===== src/rtl/cpu_types_pkg.sv =====
// -----------------------------------------------------------------------------
// cpu_types_pkg
// Shared CPU types used by the RAM arbiter and its timeout timer.
//   word_t      : 32-bit data/address word
//   ramstate_t  : RAM handshake state (FREE, BUSY, ACCESS, ERROR)
//   arb_state_t : arbiter FSM state (IDLE, DATA, INSTR, HALTED)
//   WAIT_W      : width of the transaction wait counter
// -----------------------------------------------------------------------------
package cpu_types_pkg;

    localparam int WORD_W = 32;
    localparam int WAIT_W = 5;

    typedef logic [WORD_W-1:0] word_t;

    typedef enum logic [1:0] {
        FREE   = 2'd0,
        BUSY   = 2'd1,
        ACCESS = 2'd2,
        ERROR  = 2'd3
    } ramstate_t;

    typedef enum logic [1:0] {
        IDLE   = 2'd0,
        DATA   = 2'd1,
        INSTR  = 2'd2,
        HALTED = 2'd3
    } arb_state_t;

endpackage


===== src/rtl/arb_timer.sv =====
// -----------------------------------------------------------------------------
// arb_timer
// Wait counter for a granted RAM transaction. Cleared when a transaction is
// granted, advanced on every cycle the RAM has not answered with ACCESS, and
// flags expiry once TIMEOUT-1 non-ACCESS cycles have been counted.
// Ports:
//   CLK     in  : rising-edge clock
//   nRST    in  : asynchronous active-low reset
//   clear   in  : restart the count (transaction granted)
//   tick    in  : one more cycle waited without ACCESS
//   expired out : count has reached TIMEOUT-1
// -----------------------------------------------------------------------------
module arb_timer
    import cpu_types_pkg::*;
#(
    parameter int TIMEOUT = 16
) (
    input  logic CLK,
    input  logic nRST,
    input  logic clear,
    input  logic tick,
    output logic expired
);

    logic [WAIT_W-1:0] r_count;

    // NOTE: sequential state uses non-blocking assignments so every register
    // samples pre-edge values; blocking here would create order-dependent races.
    always_ff @(posedge CLK or negedge nRST) begin
        if (!nRST) begin
            r_count <= '0;
        end else if (clear) begin
            r_count <= '0;
        end else if (tick) begin
            r_count <= r_count + WAIT_W'(1);
        end
    end

    assign expired = (r_count == WAIT_W'(TIMEOUT - 1));

endmodule


===== src/rtl/ram_arbiter.sv =====
// -----------------------------------------------------------------------------
// ram_arbiter
// Arbitrates a single-ported RAM between an instruction fetch port and a data
// port. Data requests normally win; an instruction request that has been
// passed over STARVE_MAX times in a row is granted next. Each grant lasts until
// the RAM reports ACCESS (hit), ERROR or a timeout (err pulse), or until the
// owning request drops. A halt request parks the arbiter in HALTED for good.
//
// Parameters:
//   TIMEOUT    : max cycles a granted transaction waits for ACCESS
//   STARVE_MAX : consecutive data grants allowed while iREN waits
// Ports:
//   CLK, nRST                 : clock, asynchronous active-low reset
//   iREN, iaddr, iload, ihit  : instruction fetch port
//   dREN, dWEN, daddr, dstore,
//   dload, dhit               : data port
//   halt, halted              : pipeline halt request / arbiter quiesced
//   ramREN, ramWEN, ramaddr,
//   ramstore, ramload,
//   ramstate                  : RAM side
//   err                       : one-cycle pulse on timeout or RAM ERROR
// Optional build macro ARB_PERF_CNT_EN adds icycles_wait / dcycles_wait,
// saturating counts of cycles each request is high without its hit.
// -----------------------------------------------------------------------------
module ram_arbiter
    import cpu_types_pkg::*;
#(
    parameter int TIMEOUT    = 16,
    parameter int STARVE_MAX = 4
) (
    input  logic        CLK,
    input  logic        nRST,
    input  logic        iREN,
    input  word_t       iaddr,
    output word_t       iload,
    output logic        ihit,
    input  logic        dREN,
    input  logic        dWEN,
    input  word_t       daddr,
    input  word_t       dstore,
    output word_t       dload,
    output logic        dhit,
    input  logic        halt,
    output logic        halted,
    output logic        ramREN,
    output logic        ramWEN,
    output word_t       ramaddr,
    output word_t       ramstore,
    input  word_t       ramload,
    input  logic [1:0]  ramstate,
    output logic        err
`ifdef ARB_PERF_CNT_EN
    ,
    output word_t       icycles_wait,
    output word_t       dcycles_wait
`endif
);

    localparam int SW = (STARVE_MAX < 1) ? 1 : $clog2(STARVE_MAX + 1);

    arb_state_t  r_state;
    logic [SW-1:0] r_starve;

    ramstate_t   w_ramstate;
    logic        w_d_req;
    logic        w_access;
    logic        w_error;
    logic        w_expired;
    logic        w_in_data;
    logic        w_in_instr;
    logic        w_starved;
    logic        w_grant_d;
    logic        w_grant_i;
    logic        w_tick;
    logic        w_d_end;
    logic        w_i_end;

    assign w_ramstate = ramstate_t'(ramstate);
    assign w_access   = (w_ramstate == ACCESS);
    assign w_error    = (w_ramstate == ERROR);
    assign w_d_req    = dREN | dWEN;
    assign w_in_data  = (r_state == DATA);
    assign w_in_instr = (r_state == INSTR);

    // Starvation override only matters when an instruction fetch is waiting.
    assign w_starved = (r_starve == SW'(STARVE_MAX)) && iREN;
    assign w_grant_i = (r_state == IDLE) && !halt && iREN && (w_starved || !w_d_req);
    assign w_grant_d = (r_state == IDLE) && !halt && w_d_req && !w_starved;

    assign w_tick = (w_in_data || w_in_instr) && !w_access;

    // A transaction ends on ACCESS, ERROR, timeout, or loss of its request.
    assign w_d_end = w_in_data  && (!w_d_req || w_access || w_error || w_expired);
    assign w_i_end = w_in_instr && (!iREN    || w_access || w_error || w_expired);

    arb_timer #(
        .TIMEOUT (TIMEOUT)
    ) u_timer (
        .CLK     (CLK),
        .nRST    (nRST),
        .clear   (w_grant_d | w_grant_i),
        .tick    (w_tick),
        .expired (w_expired)
    );

    always_ff @(posedge CLK or negedge nRST) begin
        if (!nRST) begin
            r_state  <= IDLE;
            r_starve <= '0;
        end else begin
            case (r_state)
                IDLE: begin
                    if (halt) begin
                        r_state <= HALTED;
                    end else if (w_grant_i) begin
                        r_state  <= INSTR;
                        r_starve <= '0;
                    end else if (w_grant_d) begin
                        r_state <= DATA;
                        if (iREN && (r_starve != SW'(STARVE_MAX)))
                            r_starve <= r_starve + SW'(1);
                    end
                end
                DATA:    if (w_d_end) r_state <= IDLE;
                INSTR:   if (w_i_end) r_state <= IDLE;
                HALTED:  r_state <= HALTED;
                default: r_state <= IDLE;
            endcase
        end
    end

    // NOTE: every output gets a default before the case so no path leaves a
    // value unassigned, which would otherwise infer a latch.
    always_comb begin
        ramREN   = 1'b0;
        ramWEN   = 1'b0;
        ramaddr  = '0;
        ramstore = '0;
        dload    = '0;
        iload    = '0;
        dhit     = 1'b0;
        ihit     = 1'b0;
        err      = 1'b0;
        case (r_state)
            DATA: begin
                ramaddr  = daddr;
                ramstore = dstore;
                ramWEN   = dWEN;
                ramREN   = dREN & ~dWEN;   // write wins when both are raised
                dload    = ramload;
                dhit     = w_d_req && w_access;
                err      = w_d_req && !w_access && (w_error || w_expired);
            end
            INSTR: begin
                ramaddr = iaddr;
                ramREN  = 1'b1;
                iload   = ramload;
                ihit    = iREN && w_access;
                err     = iREN && !w_access && (w_error || w_expired);
            end
            default: ;
        endcase
    end

    assign halted = (r_state == HALTED);

`ifdef ARB_PERF_CNT_EN
    word_t r_icycles_wait;
    word_t r_dcycles_wait;

    always_ff @(posedge CLK or negedge nRST) begin
        if (!nRST) begin
            r_icycles_wait <= '0;
            r_dcycles_wait <= '0;
        end else begin
            if (iREN && !ihit && (r_icycles_wait != '1))
                r_icycles_wait <= r_icycles_wait + 32'd1;
            if (w_d_req && !dhit && (r_dcycles_wait != '1))
                r_dcycles_wait <= r_dcycles_wait + 32'd1;
        end
    end

    assign icycles_wait = r_icycles_wait;
    assign dcycles_wait = r_dcycles_wait;
`endif

endmodule


===== config.mk =====
export PLATFORM = sky130hd
export DESIGN_NAME = ram_arbiter
export DESIGN_NICKNAME = d
export VERILOG_FILES = /design/src/rtl/cpu_types_pkg.sv /design/src/rtl/arb_timer.sv /design/src/rtl/ram_arbiter.sv
export SDC_FILE = /design/constraint.sdc
export NUM_CORES = 1
export LEC_CHECK = 0
export CORE_AREA = 2 2 106 108
export CTS_CLUSTER_DIAMETER = 150
export DETAILED_ROUTE_END_ITERATION = 16
export DIE_AREA = 0 0 108 110
export SYNTH_ARGS = -nofsm -noshare
export SYNTH_HDL_FRONTEND = slang
export SYNTH_SLANG_ARGS = --single-unit

===== constraint.sdc =====
create_clock -name CLK -period 4.2 [get_ports CLK]
set_input_delay 0.63 -clock CLK [delete_from_list [all_inputs] [get_ports CLK]]
set_output_delay 0.63 -clock CLK [all_outputs]
set_load 0.02 [all_outputs]

After elaboration in Yosys (flattened, before gate mapping) --
Index checks and enable logic that the tools add are counted. Widths: inputs -> output; s select.
Storage, ports and cells: bits in registers 10, input port bits 136, output and inout port bits 134, logic and storage cells 77
Cells by class: add/subtract/negate cells 2, equality and inequality tests 11, mux-type cells 20, bitwise gates (word level) 5, reduce and logical (&&, ||, !) cells 36
Operators by type and width (number):
- $mux 32 | 3
- $pmux 32 s2 | 1
- $logic_and 1x1->1 | 16
- $mux 2 | 5
- $mux 5 | 2
- $logic_or 1x1->1 | 9
- $mux 3 | 3
- $eq 2x2->1 const B | 4
- $pmux 2 s4 | 1
- $reduce_bool 2->1 | 3
- $add 5x1->5 const B | 1
- $eq 5x4->1 const B | 1
- $logic_not 1->1 | 5
- $ne 2x1->1 const B | 2
- $ne 4x4->1 const B | 1
- $pmux 1 s2 | 2
- $reduce_and 4->1 | 1
- $add 3x1->3 const B | 1
- $eq 3x3->1 const B | 1
- $mux 1 | 3
- $ne 3x3->1 const B | 1
- $reduce_and 3->1 | 1
- $eq 2x1->1 const B | 1
- $logic_not 2->1 | 1
- 3 further kinds | 5

Depth between registers and ports, before layout --
depth after elaboration 8, depth in mapped cells 7, mapped depth without buffers 6

Hierarchy --
A second synthesis with hierarchy kept.
Second synthesis, totals: cell total of the unflattened synthesis 255, area, all modules 1849.3 sq um
By module, submodules not included:
- ram_arbiter | instances 1, cells an instance 232, area each 1579.0 sq um, sequential area each 125.1 sq um
- arb_timer | instances 1, cells an instance 23, area each 270.3 sq um, sequential area each 125.1 sq um

Least setup slack after synthesis --
OpenSTA, ideal clock, no wires.
path type register -> output, start register r_state[0], end output err, arrival 1.535 ns, data required time 3.570 ns, setup slack 2.035 ns, stages on the path, launching flop included 6, buffers on the path 1, cells stage by stage dfrtp_1 -> inv_1 -> ha_1 -> buf_2 -> nand2_1 -> nor3b_1
On the way: cells in the longest elaborated chain, start to end 2, elaborated cells on any way between the ends 3, those cells by class eq/ne: 2; mux: 1
Ends and longest elaborated chain:
- start, declared | line ram_arbiter.sv:61 | arb_state_t r_state;
- start signal, assigned | line ram_arbiter.sv:108 | r_state <= IDLE;
- start signal, assigned | line ram_arbiter.sv:114 | r_state <= HALTED;
- start signal, assigned | line ram_arbiter.sv:116 | r_state <= INSTR;
- $eq 2x2->1 or $eq 2x1->1 (tied branches) | line ram_arbiter.sv:144 | case (r_state)
- $pmux 1 s2 * | line ram_arbiter.sv:144
- end, declared | line ram_arbiter.sv:51 | output logic err
Mark *: on every way between the ends. The rest lies on a longest branch, timed or not.

Worst setup path after layout --
start register r_state[0], end output ramaddr[0]
On the way: cells in the longest elaborated chain, start to end 2, elaborated cells on any way between the ends 3, those cells by class eq/ne: 2; mux: 1
Ends and longest elaborated chain:
- $eq 2x2->1 or $eq 2x1->1 (tied branches) | line ram_arbiter.sv:144
- $pmux 32 s2 * | line ram_arbiter.sv:144
- end, declared | line ram_arbiter.sv:47 | output word_t ramaddr,
Marked as above.

==> impl.org <==
** Clocking
- TritonCTS built the clock tree.
- Counting the buffers created by CTS gives 3.
- CTS Root Cell :: clkbuf_8
- Post-CTS repair changed the size of 0 cells.
- Clock latency reported for the late side of the worst-skew pair :: ~0.24 ns
- Maximum level of the CTS H-tree :: 1
- Clock sink total :: 10
- Post-cts hold buffer count :: 0
- In this run the deepest clock path goes through 2 buffers.
- Clock-pin slew was measured on the worst setup and hold paths at ~0.050 ns.
- Buffers added to address setup during post-CTS repair amount to 0.

** Finish
- Register area :: 250.2 µm²
- Synth-to-layout area growth :: 156.2%
- For this run, the post-layout net count is ~660.
- Fraction of layout instances using a drive strength above 1 :: about 3.3%
- Post-Route Utilization :: between 40% and 50%
- Total of fill cells in the finished design :: around 1100
- Multi-input combinational cell area :: between 0.001 and 0.0015 mm²

** Floorplanning
- Starting utilization of the core area :: around 17%
- Overall die height :: around 110 µm
- After floorplanning, the core was divided into 38 placement rows.
- The total area inside the core boundary comes to about 0.011 mm².
- Number of placed I/O pins :: 270
- Horiz. Die Dim :: 108 µm
- Die area :: approximately 0.012 mm²

** Worst setup path
- Destination of the worst register-to-register timing path :: r_state[1]$_DFFE_PN0P_
- The startpoint identified for the worst register-to-register timing path is r_state[1]$_DFFE_PN0P_.
- Data arrival time of the worst path :: 2.63 ns
- The setup path with the least slack is of type reg2out.
- Worst path max stage delay :: ~0.67 ns
- STA puts the critical path data required time at 3.57 ns.
- Critical path, cell by cell :: inv_1 > ha_2 > buf_4 > a22oi_1 > nor2b_1 > clkdlybuf4s50_1
- STA classifies the critical path startpoint as a flip-flop.
- CP Capture Type :: output port
- In this run the worst path has a maximum fanout of 33.
- Slowest stage cell, crit path :: clkdlybuf4s50_1
- Worst-case register-to-register setup slack :: between 2 and 2.5 ns
- The number of cells on the worst reg-to-reg path is 6.

** Timing
- Max Clock Skew :: between 0.003 and 0.004 ns
- Hold is met by ~0.47 ns.
- Endpoints failing hold :: 0
- Accumulated negative setup slack :: 0 ns
- The final max-slew violation count came to 0.
- Final count of negative-setup-slack endpoints :: 0
- Minimum clock period after layout :: between 3 and 4 ns
- Setup repair after global routing left no endpoint under its margin.
- Maximum clock rate :: a little over 300 MHz
- For the pin with the worst max-slew slack, the measured transition is just under 0.8 ns.
- Worst Setup Slack, final :: between 0.9 and 1 ns
- The worst pin sits at a relative slew slack of between 40% and 50%.
- Final Cycle Share :: 77.66%

** Synthesis
- Synthesized flop and latch total :: 10
- Number of cells produced by synthesis :: ~260
- Yosys warning count :: 0
- Net count of the mapped netlist :: roughly 400
- Sequential area share after synthesis :: 13.63%
- In the post-synthesis netlist, the biggest area contributors are and2_1 33%, dfrtp_1 14%, a22oi_1 13%, nor2b_1 11%, ha_1 5.5%.
- Leading register cell type out of synthesis :: dfrtp_1
- Asr flop ratio synth :: 100.0%
- In this run the biggest area consumer among cell types represents between 30% and 40% of the synthesized area.
- Yosys mapped a number of flops with a built-in enable equal to 0.
- Cell area after synthesis :: 0.001836 mm²
- The synthesized netlist contains 34 unique library cells.
- Largest area contributor in the synthesized netlist :: and2_1
- Synthesized area per cell :: around 7 µm²

** Hold path
- Worst hold path startpoint :: r_starve[2]$_DFFE_PN0P_
- Hold path endpoint :: r_starve[2]$_DFFE_PN0P_
- Hold Path Class :: reg2reg
- Along the worst hold path, the cell count comes to 1.

** Detailed routing
- Routed length per instance :: between 15 and 20 µm
- For this run, the detailed router's first-pass iteration total came to 4.
- For this block, the via count after detailed routing is ~2700.
- Routed vias/inst :: approximately 4.1
- First-iteration detailed-routing DRC count :: 79
- The detail route stage leaves a number of antenna-violating nets equal to 0.
- After detailed routing, the number of remaining DRC violations is 0.
- The final layout contains routed wiring with a total length of approximately 10 mm.

** GRT
- Global route overflow :: 0
- Number of global-route vias before repair :: 2610
- The initial antenna violation count was 1.
- For this run, the total global-route usage over all layers was measured as 15.99%.
- The first global-routing pass estimated 14.97 mm of wire.
- Pin count of the biggest net entering global routing :: between 50 and 60

** Placed design
- Buffers placed on the I/O ports in this run total between 200 and 300.
- Post-Place Setup Slack :: 1.140 ns
- Detailed placement ended at an HPWL of ~8.7 mm.
- Placer's final routability congestion estimate :: approximately 0.84

** Power
- In this run the static leakage power is ~1.8 nW.
- Across the VDD grid, the largest voltage drop is approximately 0.30 mV.
- Power density normalized to cell area :: 592.0 mW/mm²
- The design draws between 0.002 and 0.003 W.

** Run status
- The flow ran to the end, and the final reports show no timing, DRC or antenna violations.

** Job
- Across the run, the number of max-cap violations was 0.
synth_stat cells, drive strengths merged (4+ instances only):
| master | number |
|---|---|
| nand3 | 4 |
| ha | 8 |
| a22oi | 33 |
| nor2 | 7 |
| buf | 11 |
| nand2 | 9 |
| clkbuf | 12 |
| and2 | 98 |
| inv | 5 |
| o21ai | 6 |
| nor2b | 33 |
| dfrtp | 10 |
final cells by class:
| type | count | share of cell area [%] |
|---|---|---|
| tap | 140 | 3.725 |
| timing repair buffer | 273 | 58.17 |
| antenna | 1 | 0.05322 |
| sequential | 10 | 5.322 |
| multi-input combinational | 219 | 31.16 |
| clock buffer | 4 | 1.171 |
| inverter | 5 | 0.3991 |
worst max-delay path, delay by kind of cell (launching register included):
kind / cells / cell delay [ns]
buf+inv: 3 / 1.16
fa+ha+maj: 1 / 0.53
flops: 1 / 0.39
compound gates: 1 / 0.15
simple gates: 1 / 0.15
layer usage:
layer	up-vias	wire length (µm)	part of all wire [%]	GRT usage, %
li1	1360	-	-	-
met3	12	786	7.5	3.645
met4	0	135	1.3	3.022
met5	-	0	0	0
met1	1215	4108	39	18.70
met2	112	5422	52	29.96
worst max-delay path by stage:
stage                           startpoint           to  slack (ns)  depth (start not counted)
CTS                 r_state[1]$_DFFE_PN0P_   ramaddr[7]        0.88                          6
floorplan           r_state[0]$_DFFE_PN0P_          err        2.03                          5
finish              r_state[0]$_DFFE_PN0P_   ramaddr[0]        0.94                          6
detailed placement  r_state[1]$_DFFE_PN0P_   ramaddr[7]        1.14                          6
global placement    r_state[0]$_DFFE_PN0P_   ramaddr[0]        1.20                          6
global route        r_state[1]$_DFFE_PN0P_  ramaddr[18]        0.72                          6
metrics by stage:
step / std cells / instance area (µm²)
final: 652 / 4702
after global routing: 651 / 4700
after CTS: 651 / 4700
after detailed placement: 647 / 4644
after global placement: 647 / 4644
after floorplan: 257 / 1836
where the power goes:
part / switching, W / leakage [nW] / internal (W)
sequential: 0.0000318 / 0.128 / 0.000139
clock: 0.0000409 / 0.0288 / 0.0000827
combinational: 0.00128 / 1.62 / 0.00121
state kept, by name (all words and copies together) (netlist names):
register,flops
r_starve,3
r_state,2
u_timer.r_count,5
logic make-up after synthesis:
| logic type | share of synthesized area [%] |
|---|---|
| buffers and inverters | 6.817 |
| multiplexers | 1.091 |
| AND/OR/NAND/NOR | 52.63 |
| flip-flops | 13.63 |
| XOR/XNOR | 1.432 |
| AO/OA/AOI/OAI | 18.95 |
| adder cells (fa/ha/maj) | 5.454 |
layout by cell type, fill, tap and decap left out, drive strengths merged, types with 2 or more instances in the layout:
| master | instances |
|---|---|
| a21oi | 3 |
| a22oi | 33 |
| and2 | 98 |
| and3 | 2 |
| buf | 4 |
| clkbuf | 4 |
| clkdlybuf4s50 | 269 |
| dfrtp | 10 |
| ha | 8 |
| inv | 5 |
| mux2i | 2 |
| nand2 | 9 |
| nand3 | 4 |
| nor2 | 7 |
| nor2b | 33 |
| o21ai | 6 |
| xor2 | 3 |
(Power assumes the default switching activity.)
